File: src/rtl/branch_pkg.sv
// branch_pkg: shared widths, reset PC, predictor state encodings and the
// in-flight branch entry layout used by the EX-side resolver.
package branch_pkg;
   localparam int ADDR_W = 32;
   localparam int ENTRY_W = 65;
   localparam logic [ADDR_W-1:0] RESET_PC = 32'h0000_0000;
   localparam logic [1:0] TT  = 2'b11;
   localparam logic [1:0] T   = 2'b10;
   localparam logic [1:0] NT  = 2'b01;
   localparam logic [1:0] NNT = 2'b00;
   typedef struct packed {
      logic              pred;
      logic [ADDR_W-1:0] target;
      logic [ADDR_W-1:0] fallthru;
   } entry_t;
endpackage

File: src/rtl/branch_queue.sv
// branch_queue: circular in-order buffer of in-flight branches; occupancy is
// tracked by an explicit count so full/empty never depend on pointer equality.
module branch_queue
   import branch_pkg::*;
#(
   parameter int DEPTH = 4,
   parameter int PTR_W = 2
) (
   input  logic               clk,
   input  logic               rst_n,
   input  logic               push,
   input  logic [ENTRY_W-1:0] data,
   input  logic               pop,
   input  logic               flush,
   output logic               full,
   output logic               empty,
   output logic [ENTRY_W-1:0] head
);
   logic [ENTRY_W-1:0] mem [DEPTH];
   logic [PTR_W-1:0]   wr_ptr;
   logic [PTR_W-1:0]   rd_ptr;
   logic [PTR_W-1:0]   rd_ptr_next;
   logic [PTR_W:0]     count;
   logic               do_push;
   logic               do_pop;

   assign do_pop      = pop && !empty;
   // a pop frees a slot in the same cycle, so a full queue can still accept
   assign do_push     = push && !flush && (!full || do_pop);
   assign rd_ptr_next = rd_ptr + PTR_W'(do_pop);
   assign full        = count == (PTR_W+1)'(DEPTH);
   assign empty       = count == '0;
   assign head        = mem[rd_ptr];

   always_ff @(posedge clk or negedge rst_n) begin
      if (!rst_n) begin
         wr_ptr <= '0;
         rd_ptr <= '0;
         count  <= '0;
      end else begin
         wr_ptr <= flush ? rd_ptr_next : wr_ptr + PTR_W'(do_push);
         rd_ptr <= rd_ptr_next;
         count  <= flush ? '0 : count + (PTR_W+1)'(do_push) - (PTR_W+1)'(do_pop);
      end
   end

   always_ff @(posedge clk) begin
      if (do_push) mem[wr_ptr] <= data;
   end
endmodule

File: src/rtl/branch_resolve.sv
// branch_resolve: pops the oldest predicted branch at EX, compares it with the
// real outcome and emits training pulses, mispredict flush and redirect PC.
module branch_resolve
   import branch_pkg::*;
#(
   parameter int DEPTH = 4,
   parameter int PTR_W = 2
) (
   input  logic              clk,
   input  logic              rst_n,
   input  logic              push,
   input  logic              push_pred_taken,
   input  logic [ADDR_W-1:0] push_target,
   input  logic [ADDR_W-1:0] push_fallthru,
   input  logic              resolve,
   input  logic              cond_true,
   output logic              taken,
   output logic              not_taken,
   output logic              mispredict,
   output logic [ADDR_W-1:0] redirect_addr,
   output logic              full,
   output logic              empty,
   output logic              err
);
   entry_t in_e;
   entry_t head_e;
   logic   res_ok;
   logic   miss;
   logic   bad;

   assign in_e   = '{pred: push_pred_taken, target: push_target, fallthru: push_fallthru};
   assign res_ok = resolve && !empty;
   assign miss   = res_ok && (head_e.pred ^ cond_true);
   assign bad    = (resolve && empty) || (push && full && !resolve);

   branch_queue #(.DEPTH(DEPTH), .PTR_W(PTR_W)) u_queue (
      .clk   (clk),
      .rst_n (rst_n),
      .push  (push),
      .data  (in_e),
      .pop   (res_ok),
      .flush (miss),
      .full  (full),
      .empty (empty),
      .head  (head_e)
   );

   always_ff @(posedge clk or negedge rst_n) begin
      if (!rst_n) begin
         taken         <= 1'b0;
         not_taken     <= 1'b0;
         mispredict    <= 1'b0;
         redirect_addr <= RESET_PC;
         err           <= 1'b0;
      end else begin
         taken         <= res_ok && cond_true;
         not_taken     <= res_ok && !cond_true;
         mispredict    <= miss;
         redirect_addr <= !res_ok ? redirect_addr : cond_true ? head_e.target : head_e.fallthru;
         err           <= err || bad;
      end
   end
endmodule

File: config.mk
export PLATFORM = sky130hd
export DESIGN_NAME = branch_resolve
export DESIGN_NICKNAME = d
export VERILOG_FILES = /design/src/rtl/branch_pkg.sv /design/src/rtl/branch_queue.sv /design/src/rtl/branch_resolve.sv
export SDC_FILE = /design/constraint.sdc
export NUM_CORES = 1
export LEC_CHECK = 0
export CAP_MARGIN = 15
export CORE_MARGIN = 2
export CORE_UTILIZATION = 50
export DETAILED_ROUTE_END_ITERATION = 8
export PLACE_DENSITY = 0.79
export SYNTH_ARGS = -nofsm -noshare
export SYNTH_HDL_FRONTEND = slang
export SYNTH_SLANG_ARGS = --single-unit
File: constraint.sdc
create_clock -name clk -period 19 [get_ports clk]
set_input_delay 3.8 -clock clk [delete_from_list [all_inputs] [get_ports clk]]
set_output_delay 3.8 -clock clk [all_outputs]
set_load 0.01 [all_outputs]
==> key figures, run 1 <==
Critical path
  • Slowest cell on crit path: buf_4
  • Delay-heaviest family, CP: buffers and inverters
  • Reg2reg start: u_queue.rd_ptr[1]$_DFF_PN0_
  • CP endpoint kind: register
  • Worst reg2reg setup slack: 15.47 ns
  • Worst EP required: 19.15 ns
  • Startpoint types: input pin
  • Worst r2r dst: u_queue.mem[1][32]$_DFFE_PP_
  • Critical path cell sequence: clkdlybuf4s50_1, nand2b_2, o221ai_2, nor3b_4, buf_4
  • Reg2reg path depth: 5
  • Worst Path Buf+Inv: 2
  • Critical Path Fanout Max: 65
  • Slowest stage delay, CP: 0.73 ns
  • Setup CP Type: input pin to register
  • CP arrival: 6.11 ns

Floorplanning
  • Core area: 0.0225 sq mm
  • Row Count: 55
  • Die Height: 155 um
  • Starting density of the core: 50.5%
  • Die width: 155 um
  • Die ar.: 0.0240 sq mm
  • I/O pin cnt: 108

Clock tree
  • H-tree levels: 1
  • Clock latency on the worst-skew pair: 0.54 ns
  • Clk pin slew, worst setup/hold paths: 0.06 ns
  • Inserted Clock Buffers: 28
  • Clock sink count: 303
  • Post-CTS resize count: 0
  • Root Buffer: clkbuf_16
  • Post-CTS Setup Inserts: 0
  • CTS tree: built
  • Longest Clk Path Bufs: 3
  • Cts hold-fix bufs: 0

Synth
  • Synth Register Bits: 303
  • Simple-gate share of the synthesized area: 1.84%
  • Sequential element share of the synthesized area: 78.1%
  • Post-synth cell types: 28
  • Mapped Cells: 525
  • Syn Nets: 600
  • Multiplexer area fraction after synthesis: 16.0%
  • Synth Area in Adders: 0.616%
  • Synth Area in XOR/XNOR: 0.451%
  • Syn Std Cell Area: 0.0114 sq mm
  • Post-synthesis compound-gate area fraction: 1.65%
  • Syn avg cell area: 21.7 sq um
  • Largest family of logic cells by synthesized area: multiplexers
  • Yosys warnings: 0

Routing
  • Via count: 5288
  • Met1 wire length: 8.68 mm
  • Via density per instance: 5.55
  • WL met3: 1.01 mm
  • Drt wl/cell: 22.2 um
  • Highest routed layer: met4
  • Post-route DRC: 0
  • ANT nets after route: 0
  • DRT Pass-1 Iters: 5
  • Routed wl met2: 10.9 mm
  • DR iter-0 viols: 443
  • Routed Wire Length: 21.1 mm

Worst hold path
  • Hold Path Sink: redirect_addr[0]$_DFFE_PN0N_
  • Hold WC Path Type: register to register
  • WHS Path Cells: 2
  • Min-delay src: redirect_addr[0]$_DFFE_PN0N_

GRT
  • Congestion Overflow GR: 0
  • Total GRT Usage: 17.9%
  • First-pass GRT wire length: 32.7 mm
  • Initial antenna violation count: 0
  • Pin count of the biggest net entering global routing: 67
  • Vias in the first global route: 5593

Power and ir drop
  • Leakage: 4.69 nW
  • Pint: 1.51 mW
  • P per Cell Area: 152 mW/mm^2
  • Clock power share: 27.6%
  • Switching share of power: 27.4%
  • Combinational power share: 25.3%
  • Total net switching power: 0.570 mW
  • Peak VDD IR: 0.0000943 V
  • Seq pwr share: 47.1%

Layout
  • Layout cells sized above 1: 19.3%
  • Layout Nets: 720
  • Commonest non-fill, non-tap cell in the layout: edfxtp_1
  • Ant diodes: 0
  • Area Overhead vs Synth: 20.7%
  • # fillers: 1502
  • Most frequent cells in the layout: edfxtp_1 (260), clkdlybuf4s50_1 (106), mux4_2 (65)

STA
  • Worst Skew: 0.0110 ns
  • Worst-Margin Slew: 1.13 ns
  • Part of the cycle the worst path needs: 31.4%
  • Post-layout min period: 5.96 ns
  • Final setup viols: 0
  • Final Hold Viols: 0
  • RSZ-0062 raised after global routing: false
  • Relative slew slack: 24.8%
  • Post-route setup TNS: 0 ns
  • Final slew viol count: 0
  • Final WS setup: 13.04 ns
  • Fmax: 0.168 GHz

Placement
  • Routability cong.: 0.784
  • Estimated wirelength of the detail-placed design: 11.9 mm
  • Worst slack, placed: 12.49 ns
  • Buffers on Ports: 107

Run
  • Max_cap viols: 0

Status
  • Status: complete, no violations
==> tightest hold or removal path, stage by stage (launching register included) <==
cell and delay [ns]:
dfrtp_1 0.34, nand2_1 0.04, o21ai_0 0.06
==> flip-flops by register name, indices dropped and copies added (netlist names) <==
register and cells:
mispredict 1, u_queue.rd_ptr 2, u_queue.wr_ptr 2, u_queue.mem 260, redirect_addr 32, u_queue.count 3
err 1, not_taken 1, taken 1
==> how the worst max path moves through the flow <==
stage | from | endpoint | slack, ns | cells after the start
finish | resolve | u_queue.mem[1][32]$_DFFE_PP_ | 13.04 | 5
global route | resolve | u_queue.mem[1][27]$_DFFE_PP_ | 12.87 | 5
CTS | resolve | u_queue.mem[1][41]$_DFFE_PP_ | 13.04 | 5
detailed placement | resolve | u_queue.mem[1][39]$_DFFE_PP_ | 12.49 | 5
global placement | resolve | u_queue.mem[1][39]$_DFFE_PP_ | 12.56 | 5
floorplan | cond_true | u_queue.mem[0][0]$_DFFE_PP_ | 9.79 | 3
==> routing by layer <==
layer / vias up / GRT usage [%]
met5: - / 0
met4: 0 / 5.51
met3: 38 / 2.86
met2: 154 / 30.6
met1: 2736 / 24.2
li1: 2360 / -
==> synth_stat cells (all sizes together) <==
master  count  area, sq um
nor2        7         33.8
a21oi       1         5.00
o221ai      1         15.0
nor3        2         10.0
dfrtp      43         1080
clkbuf      4         15.0
nor2b       1         6.26
nor3b       2         25.0
edfxtp    260         7810
mux4       65         1460
o21ai      32          160
xor2        3         26.3
mux2        2         30.0
buf        20          114
nand2      34          128
fa          1         20.0
nand2b      1         6.26
inv         7         26.3
mux2i      32          320
o21bai      1         7.51
ha          4         50.1
xnor2       2         25.0
==> power by group through the flow <==
stage	sequential (mW)	combinational, mW	clock [mW]
3_5_place_dp	0.993	0.536	0
4_1_cts	0.983	0.539	0.584
2_1_floorplan	0.962	0.369	0
5_1_grt	0.996	0.579	0.610
6_report	0.980	0.527	0.575
3_3_place_gp	0.979	0.521	0
==> final cells by class <==
type / count / area (sq um) / share of cell area, %
inverters: 7 / 26.3 / 0.191
well taps: 285 / 357 / 2.60
multi-input cells: 191 / 2360 / 17.2
clock buffers: 38 / 769 / 5.61
flip-flops and latches: 303 / 8890 / 64.8
repair buffers: 114 / 1130 / 8.24
clock inverters: 14 / 190 / 1.39
==> through the flow <==
stage          hold slack, ns  total power, mW  util, %  area (sq um)  cells
6_report                0.475             2.08     61.0         13700    952
5_1_grt                 0.509             2.19     61.0         13700    952
4_1_cts                 0.486             2.11     60.9         13700    951
3_5_place_dp            0.472             1.53     56.6         12700    899
3_3_place_gp            0.463             1.50     56.6         12700    899
2_1_floorplan           0.513             1.33        -         11400    525
==> cells by family (layout without fill, tap and decap cells) <==
logic type	count (synthesis)	in the layout
DFF	303	303
muxes	99	99
and+or+nand+nor	47	47
AOI/OAI and AO/OA	35	35
buffers and inverters	31	173
adders and majority gates	5	5
xor gates and xnor gates	5	5
Note: power is estimated with default switching activity, not from simulation.
==> run 2, diff against run 1 <==
==> constraint.sdc (replaced) <==
create_clock -name clk -period 6 [get_ports clk]
set_input_delay 1.2 -clock clk [delete_from_list [all_inputs] [get_ports clk]]
set_output_delay 1.2 -clock clk [all_outputs]
set_load 0.01 [all_outputs]
==> run 2 against run 1 <==
Final cell count increased by 0.11%. Core utilization increased by 0.18 points. Sequential power increased to 3.2 times the previous value. Flip-flop and latch count unchanged. Clock skew increased by 0.013 ns. Register-to-register slack got worse by 13 ns. Critical path depth unchanged. Sequential share of layout area decreased by 0.19 points. Count of clock-buffer cells in the layout decreased by 9.
==> key figures, run 2 (synthesis results as in run 1) <==
Clock tree
  • Longest Clk Path Bufs: 3 (unchanged)
  • Cts hold-fix bufs: 0 (unchanged)
  • Inserted Clock Buffers: 28 (unchanged)
  • Root Buffer: clkbuf_16 (unchanged)
  • Post-CTS Setup Inserts: 0 (unchanged)
  • Clock sink count: 303 (unchanged)
  • Clk pin slew, worst setup/hold paths: 0.06 ns (about the same)
  • Clock latency on the worst-skew pair: 0.55 ns (was 0.54 ns)
  • H-tree levels: 1 (unchanged)
  • CTS tree: built (unchanged)
  • Post-CTS resize count: 0 (unchanged)

Floorplanning
  • Starting density of the core: 50.5% (unchanged)
  • I/O pin cnt: 108 (unchanged)
  • Die width: 155 um (unchanged)
  • Core area: 0.0225 sq mm (unchanged)
  • Die Height: 155 um (unchanged)
  • Row Count: 55 (unchanged)
  • Die ar.: 0.0240 sq mm (unchanged)

Routing
  • Routed Wire Length: 20.4 mm (was 21.1 mm)
  • Via count: 5268 (was 5288)
  • DRT Pass-1 Iters: 4 (was 5)
  • ANT nets after route: 0 (unchanged)
  • DR iter-0 viols: 329 (was 443)
  • Post-route DRC: 0 (unchanged)
  • Via density per instance: 5.53 (was 5.55)
  • Drt wl/cell: 21.4 um (was 22.2 um)

STA
  • Final WS setup: 2.46 ns (was 13.04 ns)
  • RSZ-0062 raised after global routing: false (unchanged)
  • Post-layout min period: 3.54 ns
  • Fmax: 0.282 GHz
  • Final Hold Viols: 0 (unchanged)
  • Worst Skew: 0.0239 ns (was 0.0110 ns)
  • Worst-Margin Slew: 1.13 ns (about the same)
  • Relative slew slack: 24.4% (was 24.8%)
  • WHS: 0.477 ns (was 0.475 ns)
  • Post-route setup TNS: 0 ns (unchanged)
  • Final slew viol count: 0 (unchanged)
  • Final setup viols: 0 (unchanged)
  • Part of the cycle the worst path needs: 59.0%

GRT
  • Total GRT Usage: 17.6% (was 17.9%)
  • Initial antenna violation count: 1 (was 0)
  • Vias in the first global route: 5670 (was 5593)
  • Pin count of the biggest net entering global routing: 69 (was 67)
  • Congestion Overflow GR: 0 (unchanged)
  • First-pass GRT wire length: 32.4 mm (was 32.7 mm)

Status
  • Status: complete, no violations (unchanged)

Power and ir drop
  • Pint: 4.86 mW (was 1.51 mW)
  • Leakage: 4.72 nW (was 4.69 nW)
  • Pwr Total: 6.65 mW (was 2.08 mW)
  • Clock power share: 28.4% (was 27.6%)
  • Switching share of power: 27.0% (was 27.4%)
  • Peak VDD IR: 0.000230 V (was 0.0000943 V)
  • Combinational power share: 24.4% (was 25.3%)
  • Seq pwr share: 47.2% (was 47.1%)
  • P per Cell Area: 483 mW/mm^2 (was 152 mW/mm^2)
  • Total net switching power: 1.79 mW (was 0.570 mW)

Critical path
  • Worst EP required: 6.15 ns (was 19.15 ns)
  • Critical path cell sequence: mux4_2, xnor2_2, o221ai_2, nor3b_4, buf_4 (was clkdlybuf4s50_1, nand2b_2, o221ai_2, nor3b_4, buf_4)
  • Slowest cell on crit path: dfrtp_4 (was buf_4)
  • Worst Path Buf+Inv: 1 (was 2)
  • Startpoint types: register (was input pin)
  • Slowest stage delay, CP: 1.05 ns (was 0.73 ns)
  • CP endpoint kind: register (unchanged)
  • Delay-heaviest family, CP: flip-flops (was buffers and inverters)
  • Critical Path Fanout Max: 66 (was 65)
  • CP arrival: 3.69 ns (was 6.11 ns)
  • Setup CP Type: register to register (was input pin to register)

Layout
  • Largest register FFs: 260 (unchanged)
  • Layout Nets: 720 (unchanged)
  • # fillers: 1504 (was 1502)
  • Most frequent cells in the layout: edfxtp_1 (260), clkdlybuf4s50_1 (106), mux4_2 (65) (unchanged)
  • Biggest register: u_queue.mem (unchanged)
  • Commonest non-fill, non-tap cell in the layout: edfxtp_1 (unchanged)
  • Area Overhead vs Synth: 21.1% (was 20.7%)
  • Final Cell Area: 0.0138 sq mm (was 0.0137 sq mm)
  • Layout cells sized above 1: 19.6% (was 19.3%)
  • Area taken by multi-input logic gates: 0.00237 sq mm (was 0.00236 sq mm)
  • Utilization after layout: 61.2% (was 61.0%)
  • Sequential cell area: 0.00889 sq mm (unchanged)
  • Top flop regs: u_queue.mem: 260 flops, redirect_addr: 32 flops, u_queue.count: 3 flops (unchanged)
  • Finished Layout Cells: 953 (was 952)

Run
  • Max_cap viols: 0 (unchanged)

Worst hold path
  • Hold WC Path Type: register to register (unchanged)

Placement
  • Estimated wirelength of the detail-placed design: 11.5 mm (was 11.9 mm)
  • Inst Count DP: 900 (was 899)
  • Worst slack, placed: 1.95 ns (was 12.49 ns)
  • Cell Area, Placed: 0.0128 sq mm (was 0.0127 sq mm)
  • Routability cong.: 0.688 (was 0.784)
  • Buffers on Ports: 107 (unchanged)
==> run 2: cell types whose count changed in the layout (fill, tap and decap cells not counted), moves of 3 or more <==
cell | previous run | this run
clkbuf_1 | 8 | 1
clkinv_1 | 1 | 6
clkinv_2 | 3 | 7
bufinv_16 | 4 | 7
==> run 2: layer usage <==
layer  up-vias  GRT usage (%)  share of wire, %
li1       2364              -                 -
met5         -              0                 0
met4         0           5.07               2.3
met2       147           30.3                52
met1      2726           23.4                41
met3        31           3.11               5.2
==> run 2: final cells by class <==
cell class | count | share of cell area, %
sequential | 303 | 64.6
multi-input combinational | 191 | 17.2
timing repair buffer | 114 | 8.13
clock buffer | 29 | 5.12
tap | 285 | 2.59
clock inverter | 23 | 2.17
inverter | 7 | 0.191
antenna | 1 | 0.0182
==> run 2: final timing paths <==
check / from / to / slack, ns / depth (start not counted)
worst max-delay path: u_queue.rd_ptr[1]$_DFF_PN0_ / u_queue.mem[1][12]$_DFFE_PP_ / 2.46 / 5
worst min-delay path: redirect_addr[30]$_DFFE_PN0N_ / redirect_addr[30]$_DFFE_PN0N_ / 0.48 / 2
worst max register to register: u_queue.rd_ptr[1]$_DFF_PN0_ / u_queue.mem[1][12]$_DFFE_PP_ / 2.46 / 5
worst min register to register: redirect_addr[30]$_DFFE_PN0N_ / redirect_addr[30]$_DFFE_PN0N_ / 0.48 / 2
max in group asynchronous: rst_n / u_queue.rd_ptr[0]$_DFF_PN0_ / 4.75 / 2
min in group asynchronous: rst_n / redirect_addr[26]$_DFFE_PN0N_ / 0.76 / 2
==> run 2: power groups by stage <==
stage	sequential [mW]	combinational (mW)	clock [mW]
6_report	3.14	1.62	1.89
5_1_grt	3.21	1.77	2.01
4_1_cts	3.16	1.66	1.92
3_5_place_dp	3.20	1.63	0
3_3_place_gp	3.16	1.59	0
2_1_floorplan	3.04	1.17	0
==> run 2: tightest hold or removal path: cells and delay by family (launching register included) <==
kind	cells	cell delay, ns
and+or+nand+nor	1	0.04
AOI/OAI and AO/OA	1	0.06
DFF	1	0.34
